`config.mk`:
```
export PLATFORM = sky130hd
export DESIGN_NAME = crc32_arb2_flat
export DESIGN_NICKNAME = d
export VERILOG_FILES = /design/src/rtl/crc32_arb2_if.sv /design/src/rtl/crc32_arb2.sv /design/src/flat_wrapper.sv
export SDC_FILE = /design/constraint.sdc
export NUM_CORES = 1
export LEC_CHECK = 0
export ABC_AREA = 1
export BUFFER_PORTS_ARGS = -buffer_cell sky130_fd_sc_hd__buf_4
export CAP_MARGIN = 20
export CORE_UTILIZATION = 49
export CTS_BUF_LIST = sky130_fd_sc_hd__clkbuf_16
export DETAILED_ROUTE_END_ITERATION = 6
export GPL_TIMING_DRIVEN = 0
export PLACE_DENSITY = 0.86
export SLEW_MARGIN = 20
export SYNTH_ARGS = -nofsm -noshare
export SYNTH_HDL_FRONTEND = slang
export SYNTH_SLANG_ARGS = --single-unit
```
`constraint.sdc`:
```
create_clock -name clk -period 2.6 [get_ports clk]
set_input_delay 0.26 -clock clk [delete_from_list [all_inputs] [get_ports clk]]
set_output_delay 0.26 -clock clk [all_outputs]
set_load 0.02 [all_outputs]
```
`src/rtl/crc32_arb2_if.sv`:
```
// Bus bundle between the two frame sources, the shared CRC32 word engine and the
// result consumer of crc32_arb2.
interface crc32_arb2_if;
    logic [1:0]  s_valid;
    logic [1:0]  s_last;
    logic [31:0] s_data0;
    logic [31:0] s_data1;
    logic [1:0]  s_ready;
    logic        eng_init;
    logic        eng_valid;
    logic [31:0] eng_data;
    logic [31:0] eng_crc;
    logic        res_valid;
    logic        res_ready;
    logic        res_ch;
    logic [31:0] res_crc;
    logic        res_ok;
    logic [15:0] res_len;
    logic        res_err;

    modport slave (
        input  s_valid, s_last, s_data0, s_data1, eng_crc, res_ready,
        output s_ready, eng_init, eng_valid, eng_data,
        output res_valid, res_ch, res_crc, res_ok, res_len, res_err
    );

    modport master (
        output s_valid, s_last, s_data0, s_data1, eng_crc, res_ready,
        input  s_ready, eng_init, eng_valid, eng_data,
        input  res_valid, res_ch, res_crc, res_ok, res_len, res_err
    );
endinterface

```
`src/rtl/crc32_arb2.sv`:
```
// Two-channel round-robin frame sequencer for a shared CRC32 word engine.
// Define CRC32_ARB_TIMEOUT_EN to build the idle-beat watchdog (limit TIMEOUT cycles).
module crc32_arb2 #(
    parameter int unsigned MAX_WORDS = 256,
    parameter int unsigned TIMEOUT   = 64
) (
    input  logic        clk,
    input  logic        rst_n,
    crc32_arb2_if.slave bus
);
    typedef enum logic [2:0] {
        ST_IDLE,
        ST_INIT,
        ST_STREAM,
        ST_WAIT,
        ST_RESULT
    } state_e;

    localparam logic [15:0] MAX_LEN = 16'(MAX_WORDS);

    state_e      state_q, state_d;
    logic        grant_q, grant_d;
    logic        last_q, last_d;
    logic        err_q, err_d;
    logic [15:0] cnt_q, cnt_d;
    logic        res_ch_q, res_ch_d;
    logic        res_ok_q, res_ok_d;
    logic        res_err_q, res_err_d;
    logic [31:0] res_crc_q, res_crc_d;
    logic [15:0] res_len_q, res_len_d;

    logic [1:0]  s_ready;
    logic        eng_init;
    logic        eng_valid;
    logic [31:0] eng_data;
    logic        res_valid;
    logic        sel_valid;
    logic        sel_last;
    logic [31:0] sel_data;
    logic        beat;
    logic        timeout_hit;

    assign sel_valid = grant_q ? bus.s_valid[1] : bus.s_valid[0];
    assign sel_last  = grant_q ? bus.s_last[1]  : bus.s_last[0];
    assign sel_data  = grant_q ? bus.s_data1    : bus.s_data0;
    assign beat      = (state_q == ST_STREAM) && sel_valid;

`ifdef CRC32_ARB_TIMEOUT_EN
    localparam int unsigned IDLE_W = $clog2(TIMEOUT + 1);

    logic [IDLE_W-1:0] idle_q, idle_d;

    // Counts consecutive beat-less STREAM cycles; any beat or other state restarts it.
    always_comb begin
        idle_d = '0;
        if (state_q == ST_STREAM && !beat) begin
            idle_d = idle_q + 1'b1;
        end
    end

    assign timeout_hit = (state_q == ST_STREAM) && !beat &&
                         (idle_q == IDLE_W'(TIMEOUT - 1));

    always_ff @(posedge clk) begin
        if (!rst_n) begin
            idle_q <= '0;
        end else begin
            idle_q <= idle_d;
        end
    end
`else
    logic unused_timeout;

    assign timeout_hit    = 1'b0;
    assign unused_timeout = ^TIMEOUT;
`endif

    always_comb begin
        state_d   = state_q;
        grant_d   = grant_q;
        last_d    = last_q;
        err_d     = err_q;
        cnt_d     = cnt_q;
        res_ch_d  = res_ch_q;
        res_ok_d  = res_ok_q;
        res_err_d = res_err_q;
        res_crc_d = res_crc_q;
        res_len_d = res_len_q;
        s_ready   = 2'b00;
        eng_init  = 1'b0;
        eng_valid = 1'b0;
        eng_data  = '0;
        res_valid = 1'b0;

        unique case (state_q)
            ST_IDLE: begin
                if (bus.s_valid != 2'b00) begin
                    // On a tie the channel not served last wins.
                    grant_d = (bus.s_valid == 2'b11) ? ~last_q : bus.s_valid[1];
                    state_d = ST_INIT;
                end
            end
            ST_INIT: begin
                eng_init = 1'b1;
                cnt_d    = '0;
                err_d    = 1'b0;
                state_d  = ST_STREAM;
            end
            ST_STREAM: begin
                s_ready[grant_q] = 1'b1;
                if (beat) begin
                    eng_valid = 1'b1;
                    eng_data  = sel_data;
                    cnt_d     = cnt_q + 16'd1;
                    if (sel_last) begin
                        state_d = ST_WAIT;
                    end else if (cnt_d == MAX_LEN) begin
                        err_d   = 1'b1;
                        state_d = ST_WAIT;
                    end
                end else if (timeout_hit) begin
                    err_d   = 1'b1;
                    state_d = ST_WAIT;
                end
            end
            ST_WAIT: begin
                // The engine absorbed the final word on the previous edge.
                res_ch_d  = grant_q;
                res_crc_d = bus.eng_crc;
                res_ok_d  = (bus.eng_crc == 32'd0);
                res_len_d = cnt_q;
                res_err_d = err_q;
                state_d   = ST_RESULT;
            end
            ST_RESULT: begin
                res_valid = 1'b1;
                if (bus.res_ready) begin
                    last_d  = res_ch_q;
                    state_d = ST_IDLE;
                end
            end
            default: begin
                state_d = ST_IDLE;
            end
        endcase
    end

    always_ff @(posedge clk) begin
        if (!rst_n) begin
            state_q   <= ST_IDLE;
            grant_q   <= 1'b0;
            last_q    <= 1'b1;
            err_q     <= 1'b0;
            cnt_q     <= '0;
            res_ch_q  <= 1'b0;
            res_ok_q  <= 1'b0;
            res_err_q <= 1'b0;
            res_crc_q <= '0;
            res_len_q <= '0;
        end else begin
            state_q   <= state_d;
            grant_q   <= grant_d;
            last_q    <= last_d;
            err_q     <= err_d;
            cnt_q     <= cnt_d;
            res_ch_q  <= res_ch_d;
            res_ok_q  <= res_ok_d;
            res_err_q <= res_err_d;
            res_crc_q <= res_crc_d;
            res_len_q <= res_len_d;
        end
    end

    assign bus.s_ready   = s_ready;
    assign bus.eng_init  = eng_init;
    assign bus.eng_valid = eng_valid;
    assign bus.eng_data  = eng_data;
    assign bus.res_valid = res_valid;
    assign bus.res_ch    = res_ch_q;
    assign bus.res_crc   = res_crc_q;
    assign bus.res_ok    = res_ok_q;
    assign bus.res_len   = res_len_q;
    assign bus.res_err   = res_err_q;
endmodule

```
`src/flat_wrapper.sv`:
```
// flat-port wrapper written by rule: the top's interface ports become plain ports
module crc32_arb2_flat 
#(
    parameter int unsigned MAX_WORDS = 256,
    parameter int unsigned TIMEOUT   = 64
)
  (clk, rst_n, bus_s_valid, bus_s_last, bus_s_data0, bus_s_data1, bus_eng_crc, bus_res_ready, bus_s_ready, bus_eng_init, bus_eng_valid, bus_eng_data, bus_res_valid, bus_res_ch, bus_res_crc, bus_res_ok, bus_res_len, bus_res_err);
  crc32_arb2_if bus_i ();
  input  logic clk;
  input  logic rst_n;
  input wire logic [$bits(bus_i.s_valid)-1:0] bus_s_valid;
  input wire logic [$bits(bus_i.s_last)-1:0] bus_s_last;
  input wire logic [$bits(bus_i.s_data0)-1:0] bus_s_data0;
  input wire logic [$bits(bus_i.s_data1)-1:0] bus_s_data1;
  input wire logic [$bits(bus_i.eng_crc)-1:0] bus_eng_crc;
  input wire logic [$bits(bus_i.res_ready)-1:0] bus_res_ready;
  output wire logic [$bits(bus_i.s_ready)-1:0] bus_s_ready;
  output wire logic [$bits(bus_i.eng_init)-1:0] bus_eng_init;
  output wire logic [$bits(bus_i.eng_valid)-1:0] bus_eng_valid;
  output wire logic [$bits(bus_i.eng_data)-1:0] bus_eng_data;
  output wire logic [$bits(bus_i.res_valid)-1:0] bus_res_valid;
  output wire logic [$bits(bus_i.res_ch)-1:0] bus_res_ch;
  output wire logic [$bits(bus_i.res_crc)-1:0] bus_res_crc;
  output wire logic [$bits(bus_i.res_ok)-1:0] bus_res_ok;
  output wire logic [$bits(bus_i.res_len)-1:0] bus_res_len;
  output wire logic [$bits(bus_i.res_err)-1:0] bus_res_err;
  assign bus_i.s_valid = bus_s_valid;
  assign bus_i.s_last = bus_s_last;
  assign bus_i.s_data0 = bus_s_data0;
  assign bus_i.s_data1 = bus_s_data1;
  assign bus_i.eng_crc = bus_eng_crc;
  assign bus_i.res_ready = bus_res_ready;
  assign bus_s_ready = bus_i.s_ready;
  assign bus_eng_init = bus_i.eng_init;
  assign bus_eng_valid = bus_i.eng_valid;
  assign bus_eng_data = bus_i.eng_data;
  assign bus_res_valid = bus_i.res_valid;
  assign bus_res_ch = bus_i.res_ch;
  assign bus_res_crc = bus_i.res_crc;
  assign bus_res_ok = bus_i.res_ok;
  assign bus_res_len = bus_i.res_len;
  assign bus_res_err = bus_i.res_err;
  crc32_arb2 #(.MAX_WORDS(MAX_WORDS), .TIMEOUT(TIMEOUT)) u_core (.clk(clk), .rst_n(rst_n), .bus(bus_i));
endmodule
```
# ---- Word-level counts from Yosys, hierarchy flattened
# Cells that the tools add are included.
dict set report word_totals {
  register_bits 73
  inputBits 103
  out_inout_bits 88
  wordCells 62
}
dict set report classes {
  n_addsub 1
  order_cmp 2
  n_eq_ne 12
  mux 25
  bitwise_logic 1
  reduce_logical 11
}
# op n
set ops {}
lappend ops {{$mux W32} 3}
lappend ops {{$logic_not A32 Y1} 1}
lappend ops {{$pmux W16 S2} 1}
lappend ops {{$add A16 B1 Y16 const B} 1}
lappend ops {{$eq A16 B9 Y1 const B} 1}
lappend ops {{$mux W16} 1}
lappend ops {{$mux W3} 5}
lappend ops {{$pmux W3 S5} 1}
lappend ops {{$mux W1} 11}
lappend ops {{$reduce_and A4 Y1} 2}
lappend ops {{$eq A3 B2 Y1 const B} 2}
lappend ops {{$ne A2 B2 Y1 const B} 3}
lappend ops {{$reduce_and A2 Y1} 3}
lappend ops {{$ne A2 B1 Y1 const B} 2}
lappend ops {{$reduce_bool A2 Y1} 2}
lappend ops {{$eq A3 B1 Y1 const B} 1}
lappend ops {{$eq A3 B3 Y1 const B} 1}
lappend ops {{$logic_not A3 Y1} 1}
lappend ops {{$ne A3 B2 Y1 const B} 1}
lappend ops {{$eq A2 B2 Y1 const B} 1}
lappend ops {{$logic_and A1 B1 Y1} 2}
lappend ops {{$lt A1 B2 Y1 const B} 1}
lappend ops {{$mux W2} 1}
lappend ops {{$pmux W1 S2} 1}
lappend ops {{3 further kinds} 3}

# ---- Logic depth before layout (Yosys ltp)
dict set report logic_depth {
  ltp_word 6
  depth_mapped 14
  ltp_nobuf 14
}

# ---- Least setup slack after synthesis
# No wires, ideal clock.
dict set report synth_path {
  kind {register -> output}
  from {reg u_core.state_q[2]}
  to {out bus_eng_data[10]}
  t_arrival_ns 1.542
  required_ns 2.340
  setup_slack_ns 0.798
  path_stages_with_launch 9
  path_buffers 1
  cell_sequence {dfxtp_1 nor2_1 inv_1 nor2_4 inv_2 nor2_4 inv_2 clkbuf_1 a21oi_1}
}
dict set report synth_via {
  elab_chain_len 4
}
# element line
set synth_rtl {}
lappend synth_rtl {{start: declaration} crc32_arb2.sv:21} ;# state_e state_q, state_d;
lappend synth_rtl {{start signal: assignment} crc32_arb2.sv:161} ;# state_q <= state_d;
lappend synth_rtl {{$eq A3 B2 Y1 (*)} {crc32_arb2.sv:46, crc32_arb2.sv:95}}
lappend synth_rtl {{$logic_and A1 B1 Y1} crc32_arb2.sv:46} ;# assign beat = (state_q == ST_STREAM) && sel_valid;
lappend synth_rtl {{$mux W32} crc32_arb2.sv:111} ;# if (beat) begin
lappend synth_rtl {{$mux W32 (*)} crc32_arb2.sv:95} ;# unique case (state_q)
lappend synth_rtl {{end: declaration} flat_wrapper.sv:20} ;# output wire logic [$bits(bus_i.eng_data)-1:0] bus_eng_data;
# Mark *: on every way between the ends. The rest lies on a longest branch, timed or not.

# ---- Worst setup path in the final report
dict set report layout_path {
  from {reg u_core.state_q[2]}
  to {out bus_eng_data[25]}
}
# Same word-level chain as after synthesis.

==> results.txt <==
status: finished, final reports clean
Fin. Hold Viols: 0
Global Route Usage Sum: 31.9%
I/O pin total: 191
worst slew pin tran: 576 ps
Pint: 2.38 mW
Commonest cells post-synth: nand2_1 (150), nor2_1 (83), dfxtp_1 (73)
worst stage delay on the critical path: 340 ps
# diodes: 0
final net count: 862
post-layout util: 78.8%
final setup violation count: 0
register area: 0.00146 sq mm
total congestion overflow: 0
drt drc: 0
Fillers: 503
GR peak layer: met2
antenna violations before repair: 0
num rows: 30
Pins Over Slew Limit: 0
worst-path cell chain: nor2_1, inv_1, nor2_4, inv_2, nor2_4, inv_2, clkbuf_1, a21oi_1, buf_4
Crit path depth: 9
met3 Track Usage GR: 10.4%
most common cell in the netlist: nand2_1
CP Data Arrival Time: 2070 ps
global-route wire length before repair: 19.0 mm
die area: 0.00774 sq mm
number of H-tree levels: 3
pin count of the biggest net entering global routing: 14
critical path's slowest cell: dfxtp_1
CP max FO: 10
average cell area after synthesis: 6.53 sq um
share of the yosys chip area belonging to registers: 40.3%
Die Span X: 88.0 um
post-DP HPWL: 9.62 mm
minimum clock period: 2330 ps
Initial DRC Count: 246
met2 Use GR: 59.3%
Yosys top cell by area: dfxtp_1
GPL Wtd Cong: 0.899
leakage power: 2.59 nW
HP Class: in2reg
Fmax: 0.428 GHz
Via-to-Cell Ratio: 5.28
synth warn: 0
WL/cell: 14.8 um
cts bufs inserted: 9
hold buffers post-CTS: 0
CTS tree: yes
Pre-antenna DRT Iters: 5
dpl cell area: 0.00517 sq mm
Area contributors post-synth: dfxtp_1 (40%), nand2_1 (16%), a21oi_1 (9.8%)
share of the synthesized area in the top cell type: 40.3%
Gate Count Post-Synth: 555
die outline height: 88.0 um
crit end category: output port
worst skew pair latency: 340 ps
Antenna Nets Post-Route: 0
Final Instance Area: 0.00550 sq mm
Post-Route WL: 12.7 mm
Gate power share: 24.4%
met1 Use GR: 31.4%
Area growth syn-to-layout: 51.8%
Final Cycle Share: 89.8%
Mapped Nets: 660
Sw Pwr: 1.04 mW
sequential share of power: 36.7%
Hold Crit Depth: 3
vias in the first global route: 4311
core box area: 0.00698 sq mm
clock power share: 38.9%
critical path class: reg2out
Yosys cell types: 26
CP top delay family: buffers and inverters
initial core utilization: 51.9%
Fin Clk Skew: 6.55 ps
R2R depth: 13
port bufs: 190
Required @ worst endpoint: 2340 ps
FFs w/ async S/R, synth: 0%
Sink Count: 73
P per Cell Area: 622 mW/mm^2
Most used DFF post-synth: dfxtp_1
unrepaired setup endpoints after global routing: false
setup_tns: 0 ps
DR vias: 4533
Syn Std Cell Area: 0.00362 sq mm
CP bufs+invs: 5
CTS max path bufs: 2
startpoint types: flip-flop
EDFF count, synth: 0
Max-Cap Viols: 0
fraction of layout cells with a size suffix above 1: 30.1%
root buf cell: clkbuf_16
Net Sw Frac: 30.4%
clock-pin slew on the worst setup and hold paths: 60 ps
flops & latches, synth: 73
maximum VDD drop: 0.000572 V
Multi-input gate area: 0.00191 sq mm
Rel. slew slack: 61.3%
## registers in the layout (all words and copies together), names as in the netlist
signal	flops
u_core.grant_q	1
u_core.bus.res_crc	32
u_core.cnt_q	16
u_core.state_q	3
u_core.bus.res_ch	1
u_core.bus.res_len	16
u_core.bus.res_ok	1
u_core.err_q	1
u_core.bus.res_err	1
u_core.last_q	1
## stage by stage
step | hold WS [ps] | instances | setup slack, ps | power (mW)
6_report | 154 | 858 | 265 | 3.42
5_1_grt | 168 | 858 | 169 | 3.55
4_1_cts | 154 | 857 | 83.6 | 3.41
3_5_place_dp | 468 | 841 | 443 | 2.10
3_3_place_gp | 447 | 841 | 500 | 2.08
2_1_floorplan | 388 | 555 | 798 | 1.70
## repair_timing
item	CTS	global route
buffers inserted	0	1
endpoints found under the setup margin	0	2
gates resized for setup	0	0
## power groups by stage
stage	clock, mW	sequential [mW]	combinational (mW)
floorplan	0	1.35	0.352
global placement	0	1.27	0.806
detailed placement	0	1.28	0.821
CTS	1.33	1.25	0.828
global route	1.38	1.26	0.905
finish	1.33	1.25	0.835
## layout make-up
class	count	area share [%]
plain buffers	29	2.16
clock buffers	9	4.10
clock inverters	7	1.75
inverters	35	2.39
multi-input cells	418	34.8
flip-flops and latches	73	26.6
well taps	96	2.18
repair buffers	191	26.1
## routing by layer
| metal | vias to the layer above | wire, um |
|---|---|---|
| li1 | 2220 | - |
| met1 | 2067 | 4560 |
| met2 | 215 | 6500 |
| met3 | 31 | 1220 |
| met4 | 0 | 411 |
| met5 | - | 0 |
## cell families after synthesis
logic type / share of synthesized area (%)
adders and majority gates: 0.690
AOI/OAI and AO/OA: 17.7
and+or+nand+nor: 34.0
buffers and inverters: 6.91
DFF: 40.3
muxes: 0.276
## worst register-to-register path: cells and delay by family (launching register included)
kind / cells / cell delay, ps
AND/OR/NAND/NOR: 12 / 1120
adder cells (fa/ha/maj): 1 / 300
flip-flops: 1 / 480
## cells in the final DEF, fill, tap and decap left out
cell          n
inv_1        31
nand3_2       1
buf_1         1
nor2_1       83
clkinv_1      2
nand2_2       1
mux2i_1       1
nor3_2        2
dfxtp_1      73
ha_1          2
clkbuf_16     9
nor2_2        3
nor4_1        9
a21oi_1      71
nand3_1      20
clkinvlp_4    2
nand2_1     150
nor2_4        6
clkbuf_1     22
nand3b_1      1
buf_4       192
nor3_1        2
a21oi_2       1
nand4_1      10
o21ai_0      54
a221oi_1      1
inv_2         3
clkinv_4      2
bufinv_16     2
buf_2         5
## worst paths after layout
| path | to | from | slack [ps] |
|---|---|---|---|
| worst min-delay path | u_core.bus.res_crc[30] | bus_eng_crc[30] | 150 |
| worst max register to register | u_core.state_q[0] | u_core.cnt_q[0] | 640 |
| worst min register to register | u_core.bus.res_crc[25] | u_core.bus.res_crc[25] | 470 |
| worst max-delay path | bus_eng_data[25] | u_core.state_q[2] | 270 |
(Power assumes the default switching activity.)
